$ cat config.mk
export PLATFORM = sky130hd
export DESIGN_NAME = iq_const_scaler
export DESIGN_NICKNAME = d
export VERILOG_FILES = /design/src/rtl/iq_const_scaler.sv
export SDC_FILE = /design/constraint.sdc
export NUM_CORES = 1
export LEC_CHECK = 0
export CAP_MARGIN = 40
export CORE_ASPECT_RATIO = 0.7
export CORE_MARGIN = 1
export CORE_UTILIZATION = 37
export CTS_CLUSTER_DIAMETER = 200
export DETAILED_ROUTE_END_ITERATION = 8
export SETUP_SLACK_MARGIN = 0.02
export SLEW_MARGIN = 20
export SYNTH_ARGS = -nofsm -noshare
export SYNTH_HDL_FRONTEND = slang
export SYNTH_SLANG_ARGS = --single-unit
$ cat constraint.sdc
create_clock -name main_clk -period 4.1 [get_ports main_clk]
set_clock_uncertainty 0.15 [all_clocks]
set_input_delay 0.82 -clock main_clk [delete_from_list [all_inputs] [get_ports main_clk]]
set_output_delay 0.82 -clock main_clk [all_outputs]
set_load 0.02 [all_outputs]
$ cat src/rtl/iq_const_scaler.sv
// ---------------------------------------------------------------------------
// iq_const_scaler
//
// Time-multiplexed constant-coefficient multiplier. A set of CHANNELS signed
// samples is scaled by the compile-time constant CONST_FACTOR through a single
// shared shift-add datapath. The constant is processed one bit per clock, LSB
// first. Each product is then rounded (half toward +inf), arithmetically
// shifted right by SHIFT and saturated to OUT_WIDTH bits. Results are
// collected in shadow slots and published together, so partial results are
// never visible on product_o.
//
// Ports
//   main_clk   in   1                    main clock
//   reset      in   1                    synchronous, active-high reset
//   data_i     in   CHANNELS*DATA_WIDTH  packed signed samples, channel 0 in LSBs
//   valid_i    in   1                    strobe: new sample set on data_i
//   product_o  out  CHANNELS*OUT_WIDTH   packed signed results, held between valid_o
//   valid_o    out  1                    one-cycle pulse when product_o updates
//   busy_o     out  1                    a sample set is in flight
//   overrun_o  out  1                    sticky: valid_i arrived while busy
//
// Latency from the accepting edge to the valid_o edge is
// CHANNELS*(COEF_WIDTH+1) clocks: COEF_WIDTH MAC cycles plus one ROUND cycle
// per channel.
// ---------------------------------------------------------------------------
module iq_const_scaler #(
    parameter int CHANNELS     = 2,
    parameter int DATA_WIDTH   = 10,
    parameter int COEF_WIDTH   = 8,
    parameter int CONST_FACTOR = 3,
    parameter int SHIFT        = 0,
    parameter int OUT_WIDTH    = 18
) (
    input  logic                           main_clk,
    input  logic                           reset,
    input  logic [CHANNELS*DATA_WIDTH-1:0] data_i,
    input  logic                           valid_i,
    output logic [CHANNELS*OUT_WIDTH-1:0]  product_o,
    output logic                           valid_o,
    output logic                           busy_o,
    output logic                           overrun_o
);

    // Accumulator wide enough for the full product: never overflows.
    localparam int ACC_W = DATA_WIDTH + COEF_WIDTH;
    // One extra bit so the rounding offset can be added without overflow.
    localparam int RND_W = ACC_W + 1;
    localparam int CH_W  = (CHANNELS > 1) ? $clog2(CHANNELS) : 1;
    localparam int BIT_W = $clog2(COEF_WIDTH);

    localparam logic [COEF_WIDTH-1:0] COEF_BITS = COEF_WIDTH'(CONST_FACTOR);
    localparam logic [CH_W-1:0]       LAST_CH   = CH_W'(CHANNELS - 1);
    localparam logic [BIT_W-1:0]      LAST_BIT  = BIT_W'(COEF_WIDTH - 1);

    // Saturation limits expressed at the rounding width.
    localparam logic signed [RND_W-1:0] SAT_MAX =
        {{(RND_W-OUT_WIDTH+1){1'b0}}, {(OUT_WIDTH-1){1'b1}}};
    localparam logic signed [RND_W-1:0] SAT_MIN =
        {{(RND_W-OUT_WIDTH+1){1'b1}}, {(OUT_WIDTH-1){1'b0}}};

    typedef enum logic [1:0] {
        IDLE,
        MAC,
        ROUND
    } state_t;

    // -----------------------------------------------------------------------
    // State and datapath registers
    // -----------------------------------------------------------------------
    state_t                          state_reg,   state_next;
    logic [CHANNELS*DATA_WIDTH-1:0]  data_reg,    data_next;
    logic signed [ACC_W-1:0]         acc_reg,     acc_next;
    logic [CH_W-1:0]                 ch_reg,      ch_next;
    logic [BIT_W-1:0]                bit_reg,     bit_next;
    logic [CHANNELS*OUT_WIDTH-1:0]   shadow_reg,  shadow_next;
    logic [CHANNELS*OUT_WIDTH-1:0]   product_reg, product_next;
    logic                            valid_reg,   valid_next;
    logic                            busy_reg,    busy_next;
    logic                            overrun_reg, overrun_next;

    // -----------------------------------------------------------------------
    // Shared shift-add datapath
    // -----------------------------------------------------------------------
    logic signed [DATA_WIDTH-1:0] sample;
    logic signed [ACC_W-1:0]      sample_ext;
    logic signed [ACC_W-1:0]      addend;

    assign sample     = data_reg[ch_reg*DATA_WIDTH +: DATA_WIDTH];
    assign sample_ext = {{COEF_WIDTH{sample[DATA_WIDTH-1]}}, sample};
    assign addend     = sample_ext <<< bit_reg;

    // -----------------------------------------------------------------------
    // Round, shift and saturate the finished accumulator
    // -----------------------------------------------------------------------
    logic signed [RND_W-1:0]     acc_wide;
    logic signed [RND_W-1:0]     rounded;
    logic signed [OUT_WIDTH-1:0] sat;

    assign acc_wide = {acc_reg[ACC_W-1], acc_reg};

    generate
        if (SHIFT > 0) begin : g_round
            localparam logic signed [RND_W-1:0] HALF = RND_W'(1) << (SHIFT - 1);
            // Adding half an LSB before an arithmetic (floor) shift rounds
            // ties toward +inf.
            assign rounded = (acc_wide + HALF) >>> SHIFT;
        end else begin : g_no_round
            assign rounded = acc_wide;
        end
    endgenerate

    always_comb begin
        sat = rounded[OUT_WIDTH-1:0];
        if (rounded > SAT_MAX) begin
            sat = SAT_MAX[OUT_WIDTH-1:0];
        end else if (rounded < SAT_MIN) begin
            sat = SAT_MIN[OUT_WIDTH-1:0];
        end
    end

    // -----------------------------------------------------------------------
    // Shadow slots: the current channel's slot takes the saturated result in
    // ROUND. product_o is loaded from shadow_next so the last channel's
    // result is included in the same cycle it is produced.
    // -----------------------------------------------------------------------
    genvar gi;
    generate
        for (gi = 0; gi < CHANNELS; gi++) begin : g_shadow
            assign shadow_next[gi*OUT_WIDTH +: OUT_WIDTH] =
                (state_reg == ROUND && ch_reg == CH_W'(gi))
                    ? sat
                    : shadow_reg[gi*OUT_WIDTH +: OUT_WIDTH];
        end
    endgenerate

    // -----------------------------------------------------------------------
    // Next-state logic
    // -----------------------------------------------------------------------
    always_comb begin
        state_next   = state_reg;
        data_next    = data_reg;
        acc_next     = acc_reg;
        ch_next      = ch_reg;
        bit_next     = bit_reg;
        product_next = product_reg;
        valid_next   = 1'b0;
        busy_next    = busy_reg;
        overrun_next = overrun_reg;

        // busy_reg is high exactly when state_reg is not IDLE, so this only
        // flags strobes that the IDLE branch below does not accept.
        if (valid_i && busy_reg) begin
            overrun_next = 1'b1;
        end

        case (state_reg)
            IDLE: begin
                if (valid_i) begin
                    data_next  = data_i;
                    acc_next   = '0;
                    ch_next    = '0;
                    bit_next   = '0;
                    busy_next  = 1'b1;
                    state_next = MAC;
                end
            end

            MAC: begin
                if (COEF_BITS[bit_reg]) begin
                    // The coefficient MSB carries negative weight.
                    if (bit_reg == LAST_BIT) begin
                        acc_next = acc_reg - addend;
                    end else begin
                        acc_next = acc_reg + addend;
                    end
                end
                if (bit_reg == LAST_BIT) begin
                    bit_next   = '0;
                    state_next = ROUND;
                end else begin
                    bit_next = bit_reg + 1'b1;
                end
            end

            ROUND: begin
                acc_next = '0;
                if (ch_reg == LAST_CH) begin
                    product_next = shadow_next;
                    valid_next   = 1'b1;
                    busy_next    = 1'b0;
                    state_next   = IDLE;
                end else begin
                    ch_next    = ch_reg + 1'b1;
                    state_next = MAC;
                end
            end

            default: begin
                state_next = IDLE;
                busy_next  = 1'b0;
            end
        endcase
    end

    // -----------------------------------------------------------------------
    // State register
    // -----------------------------------------------------------------------
    always_ff @(posedge main_clk) begin
        if (reset) begin
            state_reg   <= IDLE;
            data_reg    <= '0;
            acc_reg     <= '0;
            ch_reg      <= '0;
            bit_reg     <= '0;
            shadow_reg  <= '0;
            product_reg <= '0;
            valid_reg   <= 1'b0;
            busy_reg    <= 1'b0;
            overrun_reg <= 1'b0;
        end else begin
            state_reg   <= state_next;
            data_reg    <= data_next;
            acc_reg     <= acc_next;
            ch_reg      <= ch_next;
            bit_reg     <= bit_next;
            shadow_reg  <= shadow_next;
            product_reg <= product_next;
            valid_reg   <= valid_next;
            busy_reg    <= busy_next;
            overrun_reg <= overrun_next;
        end
    end

    assign product_o = product_reg;
    assign valid_o   = valid_reg;
    assign busy_o    = busy_reg;
    assign overrun_o = overrun_reg;

endmodule

Word-level counts from Yosys, hierarchy flattened
Memory sizes are Yosys's and may differ from the RTL's. A register that Yosys moved wholly into a read port is not among the register bits.
Index checks and enable logic that the tools add are counted.
Operators by class
  order comparisons: 3
  add/sub/neg operators: 4
  multiplexer cells: 25
  bitwise gates (word level): 3
  shift-type cells: 2
  multiply operators: 1
  eq/ne operators: 7
  reduce and logical (&&, ||, !) cells: 15
Operators with widths (number)
  $mux 18: 7
  $pmux 18 s3: 1
  $shiftx 20x6->10: 1
  $add 18x18->18: 1
  $gt 18x18->1 const B: 1
  $lt 18x18->1 const B: 1
  $sshl 10x3->18: 1
  $sub 18x18->18: 1
  $mux 3: 4
  $reduce_and 2->1: 5
  $ne 2x2->1 const B: 4
  $mux 1: 7
  $pmux 2 s3: 1
  $pmux 3 s2: 1
  $reduce_and 3->1: 2
  $lt 3x4->1 const B: 1
  $mul 1x3->4 const B: 1
  $mux 2: 2
  $reduce_bool 2->1: 2
  $add 3x1->3 const B: 1
  $eq 3x3->1 const B: 1
  $logic_and 1x1->1: 3
  $not 1->1: 3
  $pmux 1 s3: 1
  other kinds (7): 7
Word-level totals
  memories kept: 1
  output and inout bits: 39
  ROM bits: 8
  register bits after elaboration: 119
Memory list
  (no name shown): depth 8, bits a word 1, rd ports 1, clocked after Yosys merged registers in 1, wr ports 0, line 169  | if (COEF_BITS[bit_reg]) begin

Logic depth before layout (Yosys ltp)
Gate-level depths: netlist of the first run.
  depth after elaboration: 7
  depth in mapped cells: 21

Worst setup path before layout of the first run
No wires, ideal clock.
  path type: register -> register
  from: reg bit_reg[1]
  to: reg acc_reg[17]
  cell stages (with the launch flop): 20
  period minus slack after synthesis: 4.204 ns
  arrival time: 3.992 ns
  slack: -0.104 ns
  setup time: 0.062 ns
  cells stage by stage: dfxtp_1 buf_6 mux2_4 mux4_2 nor2_1 a21oi_1 nor4_4 nand3_2 nor2_1 nor2_1 xnor2_1 ha_1 a21o_1 a21o_1 or3_1 o21a_1 a31oi_1 nand2_1 or3_1 nand3_1
Between the ends
  longest elaborated chain between the ends: 5
  elaborated cells between the ends (all ways): 7
  those cells by class: 2 x add/sub; 1 x eq/ne; 1 x shift; 3 x mux
Ends and longest elaborated chain
  from (decl): line 74  | logic [BIT_W-1:0] bit_reg, bit_next;
  from (signal assigned): line 225  | bit_reg <= bit_next;
  $sshl 10x3->18: line 90  | assign addend = sample_ext <<< bit_reg;
  $add 18x18->18 or $sub 18x18->18 (tied branches): line 174, 172
  $mux 18 (*): line 171  | if (bit_reg == LAST_BIT) begin
  $mux 18 (*): line 169
  $pmux 18 s3 (*): line 156  | case (state_reg)
  to (signal assigned): line 223  | acc_reg <= acc_next;
  to (decl): line 72  | logic signed [ACC_W-1:0] acc_reg, acc_next;
Mark *: on every way between the ends. The rest lies on a longest branch, timed or not. The select of a mux whose other input is x is not followed.
A chain may end at the register's enable or synchronous reset.

Final worst setup path of the first run
Same ends and word-level chain as after synthesis.

==> impl_metrics.yaml, run 1 <==
logic_synthesis:
  synth.distinct_cells: 57
  synth_compound_area_share_pct: 17.5
  synth_xor_area_share_pct: 4.36
  synth_top_family_by_area: "simple AND/OR/NAND/NOR gates"
  synth-seq-cells: 102
  seq_area_frac_synth_pct: 37.6
  synth_fa_ha_area_share_pct: 4.98
  synth_cells: 685
  syn_area_mm2: 0.00543
  synthMuxAreaShare_pct: 8.19
  synthArstFlopShare_pct: 0
  synth_ff_type: "dfxtp_1"
  synth_warnings: 0
  synth_fp_nets: 729
  avgSynthCellArea_um2: 7.92
  yosys.area_share.simple_pct: 23.0
  synth_edf_count: 0
hold_path:
  hold_class: "flop to flop"
  hp-start: "shadow_reg[1]$_SDFF_PP0_"
  whs_path_depth: 2
die:
  core_area_mm2: 0.0141
  die_area_mm2: 0.0152
  die_h_um: 103
  die_w_um: 147
  initial_core_util_pct: 38.5
  pin_count: 62
  rows: 36
worst_setup_path:
  cp-start-kind: "flop"
  r2r_start: "bit_reg[1]$_SDFFE_PP0P_"
  crit_cells: 19
  path_max_fanout: 5
  required_ps: 4240
  path_delay_family: "simple AND/OR/NAND/NOR gates"
  crit_type: "flop to flop"
  r2r_cells: 19
  arrival_ps: 4450
  cpMaxStageDelayCell: "mux4_2"
  path_buf_inv: 1
  startpoint: "bit_reg[1]$_SDFFE_PP0P_"
  path_cells: "buf_12 -> mux2_4 -> mux4_2 -> nor2_2 -> a21oi_2 -> nor4_4 -> nand3_2 -> nor2_4 -> nor2_2 -> xnor2_1 -> ha_1 -> a21o_1 -> a21o_1 -> or3_1 -> o21a_1 -> a31oi_1 -> nand2_1 -> or3_1 -> nand3_1"
  cp-end-kind: "flop"
  slowest_delay_ps: 500
run_status:
  violations: "negative setup slack"
  status: "complete, but fails checks"
power:
  power.leakage_uw: 0.00272
  power_uw: 2740
  max-vdd-ir-drop_v: 0.000231
  power_density_mw_per_mm2: 380
grt:
  grt_overflow_total: 0
  grt_use_total_pct: 18.6
  antenna_found_initial: 0
  grt_max_degree: 41
  grt_pass1_wl_mm: 22.9
  grt_pass1_vias: 4814
drt:
  drc: 0
  vias_per_cell: 5.07
  ant_nets: 0
  initialDrtViolationCount: 248
  firstDrtPassIters: 4
  wire_per_inst_um: 13.6
  vias: 5033
  wl_mm: 13.5
clock_tree:
  clk_pin_slew_ps: 80
  cts_tree: "built"
  cts.path.max_buffers: 2
  numCtsBuffers: 9
  cts.sinks: 102
  clock-root-buffer: "clkbuf_16"
  htreeDepth: 3
  clk_latency_ps: 350
job:
  maxCapViolCount: 0
sta:
  slew_violations: 0
  clock.fmax_ghz: 0.232
  tightest_slew_ps: 788
  setup_violations: 2
  finalWorstSetupSlack_ps: -202
  layout_min_cycle_time_ps: 4300
  period_share_pct: 105
  grt_setup_unrepaired: "true"
  hold_viol_final: 0
  relSlewSlack_pct: 47.5
final_layout:
  fillers: 1338
  areaGrowthSynthToFinish_pct: 32.7
  drive_gt1_share_pct: 19.2
  nets: 841
  largest_reg_flops: 36
  n_antenna_cell: 0
placed_design:
  dp_hpwl_mm: 9.90
  port_buffers: 61
  pre_cts_slack_ps: -322
  gp_congestion: 0.847
through the flow:
stage                     area, um^2  hold WS [ps]  util (%)  std cells  setup TNS, ps
after floorplan                 5450           282         -        685          -79.4
after global placement          6570           294      46.6        953           -202
after detailed placement        6590           298      46.8        954           -550
after CTS                       7050           307      50.0        986           -184
after global routing            7200           320      51.1        992          -1100
final                           7200           301      51.1        992           -289
cell usage in the layout, fill, tap and decap left out, types with 3 or more instances in the layout:
| cell | count |
|---|---|
| a21o_1 | 5 |
| a21oi_1 | 104 |
| a22oi_1 | 13 |
| a31oi_1 | 4 |
| and2_1 | 5 |
| buf_12 | 3 |
| buf_4 | 79 |
| buf_6 | 3 |
| clkbuf_16 | 9 |
| clkdlybuf4s50_1 | 60 |
| dfxtp_1 | 100 |
| ha_1 | 19 |
| inv_1 | 6 |
| inv_6 | 3 |
| mux2_1 | 6 |
| mux2_4 | 6 |
| mux2i_1 | 9 |
| mux4_2 | 7 |
| nand2_1 | 166 |
| nand2_2 | 3 |
| nand2b_1 | 7 |
| nand3_1 | 9 |
| nand3_2 | 3 |
| nand3b_1 | 3 |
| nor2_1 | 46 |
| nor2_2 | 3 |
| nor2b_1 | 8 |
| nor3_1 | 11 |
| o21a_1 | 5 |
| o21ai_0 | 3 |
| o21ai_1 | 4 |
| o21ai_2 | 5 |
| or3_1 | 6 |
| xnor2_1 | 15 |
| xor2_1 | 12 |
cells in the mapped netlist (all sizes together), types with 13 or more instances:
cell,number,share of area (%)
nand2,169,12
a21oi,106,9.8
dfxtp,102,38
nor2,50,3.5
clkbuf,36,2.5
ha,20,4.6
xnor2,15,2.4
mux2,14,3.3
a22oi,13,1.8
routing by layer:
| metal | vias up | global-route usage [%] | part of all wire [%] |
|---|---|---|---|
| li1 | 2565 | - | - |
| met1 | 2405 | 25.3 | 50 |
| met2 | 58 | 31.0 | 47 |
| met3 | 5 | 3.11 | 2.6 |
| met4 | 0 | 4.49 | 0.57 |
| met5 | - | 0 | 0 |
path summary, 6_finish.rpt:
check                                            endpoint  slack [ps]
worst max-delay path             acc_reg[17]$_SDFFE_PP0P_        -200
worst min-delay path            product_o[1]$_SDFFE_PP0P_         300
worst max register to register   acc_reg[17]$_SDFFE_PP0P_        -200
worst min register to register  product_o[1]$_SDFFE_PP0P_         300
report_power, final:
part	total [uW]	switching (uW)	internal [uW]
clock	842	411	431
sequential	1070	40.2	1030
combinational	830	403	426
total	2740	855	1880
worst min-delay path, cell delays in order (launching register included):
cell and delay (ps):
dfxtp_1 310, nand2_1 50, a21oi_1 50
cell families after synthesis:
logic type,count (synthesis)
simple gates,286
compound gates,164
flops,102
buf+inv,53
mux,32
xor+xnor,27
fa+ha+maj,21
cell type report:
class | instances | area [um^2] | share of cell area [%]
Inverter | 8 | 30.0 | 0.417
Sequential cell | 102 | 2050 | 28.4
Timing Repair Buffer | 146 | 1290 | 17.9
Multi-Input combinational cell | 530 | 3300 | 45.8
Clock inverter | 6 | 67.6 | 0.938
Clock buffer | 10 | 229 | 3.18
Tap cell | 190 | 238 | 3.30
timing repair:
action	in CTS	in global routing
endpoints found under the setup margin	5	8
pin swaps	10	13
hold buffers	0	0
setup buffers	16	8
resized for setup	8	27
(Power assumes the default switching activity.)
==> run 2: changes to the inputs <==
MAX_ROUTING_LAYER = met4   (was unset)
clock period = 4.17 ns   (was 4.1 ns; I/O delays follow)
==> run 2 against run 1 <==
  * The flow still finishes with violations (negative setup slack)
  * Largest cell class unchanged
  * Sequential power about the same
  * Wire length decreased by 3.0%
  * Die area unchanged
==> impl_metrics.yaml, run 2 (synthesized netlist as in run 1, its figures left out) <==
die:
  die_h_um: 103
  core_area_mm2: 0.0141
  die_w_um: 147
  die_area_mm2: 0.0152
  pin_count: 62
  initial_core_util_pct: 38.5
  rows: 36
sta:
  setup_violations: 1
  tightest_slew_ps: 758
  tns_ps: -9.62
  layout_min_cycle_time_ps: 4180
  hold_viol_final: 0
  relSlewSlack_pct: 49.5
  grt_setup_unrepaired: "true"
  slew_violations: 0
  clock.fmax_ghz: 0.239
  finalWorstSetupSlack_ps: -9.62
  period_share_pct: 100
clock_tree:
  numCtsBuffers: 9
  cts.sinks: 102
  cts_tree: "built"
  clk_pin_slew_ps: 80
  clock-root-buffer: "clkbuf_16"
  clk_latency_ps: 350
  htreeDepth: 3
  cts.path.max_buffers: 2
grt:
  grt_pass1_wl_mm: 21.9
  grt_max_degree: 38
  grt_use_total_pct: 18.3
  grt_pass1_vias: 4668
  grt_overflow_total: 0
  antenna_found_initial: 0
drt:
  vias_per_cell: 5.04
  ant_nets: 0
  drc: 0
  initialDrtViolationCount: 227
  wl_mm: 13.1
  wire_per_inst_um: 13.4
  vias: 4919
  firstDrtPassIters: 5
run_status:
  status: "complete, but fails checks"
  violations: "negative setup slack"
power:
  max-vdd-ir-drop_v: 0.000214
  power_switching_uw: 800
  p_sw_share_pct: 30.9
  power_density_mw_per_mm2: 369
  p_comb_share_pct: 28.3
  p_int_uw: 1790
  power.share.clock_pct: 31.4
  power.leakage_uw: 0.00264
  pwr-share-seq_pct: 40.4
final_layout:
  final-seq-area_mm2: 0.00205
  fillers: 1331
  final_cell_mix: "nand2_1, a21oi_1, dfxtp_1, buf_4, clkdlybuf4s50_1"
  multiInputGateArea_mm2: 0.00327
  drive_gt1_share_pct: 16.9
  final_common_cell: "nand2_1"
  largest_reg_flops: 36
  nets: 825
  n_antenna_cell: 0
  areaGrowthSynthToFinish_pct: 29.4
  postLayoutCellArea_mm2: 0.00702
job:
  maxCapViolCount: 0
placed_design:
  port_buffers: 61
  place_area_mm2: 0.00655
  dp_hpwl_mm: 9.67
  gp_congestion: 0.867
worst_setup_path:
  cp-end-kind: "flop"
  arrival_ps: 4320
  path_max_fanout: 8
  required_ps: 4310
  cp-start-kind: "flop"
  crit_type: "flop to flop"
hold_path:
  hold_class: "flop to flop"
run 2: changes by cell type in the layout (fill, tap and decap cells not counted), sizes merged:
cell and change:
inv -1, clkinvlp +2, clkinv -1, buf -16
run 2: area by class of cell:
cell class                 instances  share of cell area (%)
multi-input combinational        530                    46.6
sequential                       102                    29.2
timing repair buffer             130                    16.4
tap                              190                    3.39
clock buffer                      10                    3.26
clock inverter                     6                   0.784
inverter                           8                   0.428
run 2: worst paths after layout:
kind	startpoint	end	slack (ps)	cells past startpoint
worst max-delay path	bit_reg[1]$_SDFFE_PP0P_	acc_reg[17]$_SDFFE_PP0P_	-10	18
worst min-delay path	product_o[10]$_SDFFE_PP0P_	product_o[10]$_SDFFE_PP0P_	310	2
worst max register to register	bit_reg[1]$_SDFFE_PP0P_	acc_reg[17]$_SDFFE_PP0P_	-10	18
worst min register to register	product_o[10]$_SDFFE_PP0P_	product_o[10]$_SDFFE_PP0P_	310	2
run 2: per-stage QoR:
stage                     total power, uW  cells  worst slack (ps)  utilization [%]  hold slack (ps)
after floorplan                      1540    685             -9.41                -              282
after global placement               1750    949             -92.2             46.3              294
after detailed placement             1760    950              -158             46.4              299
after CTS                            2580    969             -10.1             48.7              308
after global routing                 2740    976              -214             49.8              321
final                                2590    976             -9.62             49.8              305
run 2: power by group through the flow:
| stage | Combinational, uW | Sequential [uW] | Clock [uW] |
|---|---|---|---|
| 6_report | 733 | 1050 | 813 |
| 5_1_grt | 811 | 1050 | 876 |
| 4_1_cts | 699 | 1050 | 834 |
| 3_5_place_dp | 691 | 1070 | 0 |
| 3_3_place_gp | 679 | 1070 | 0 |
| 2_1_floorplan | 478 | 1060 | 0 |
run 2: repair_timing:
item / CTS / global route
pin swaps: 1 / 11
setup endpoints to repair: 2 / 7
gates resized for setup: 3 / 26
hold buffers: 0 / 0
buffers inserted: 3 / 7
run 2: worst max-delay path, stage by stage (launching register included):
cell and delay [ps]:
dfxtp_4 430, buf_6 130, mux2_4 290, mux4_2 520
nor2_4 150, nor2_4 50, nor4_4 190, and3_2 280
a21oi_1 90, xor2_1 150, ha_1 210, a21o_1 190
a21o_1 160, or3_1 300, o21a_1 200, a31oi_2 200
nand2_1 60, or3_1 300, nand3_1 70
run 2: routing by layer:
layer / GRT usage [%] / part of all wire [%] / vias to the layer above
met2: 29.5 / 44 / 75
li1: - / - / 2541
met5: - / 0 / -
met3: 3.07 / 2.9 / 14
met1: 23.9 / 52 / 2289
met4: 4.97 / 0.99 / 0
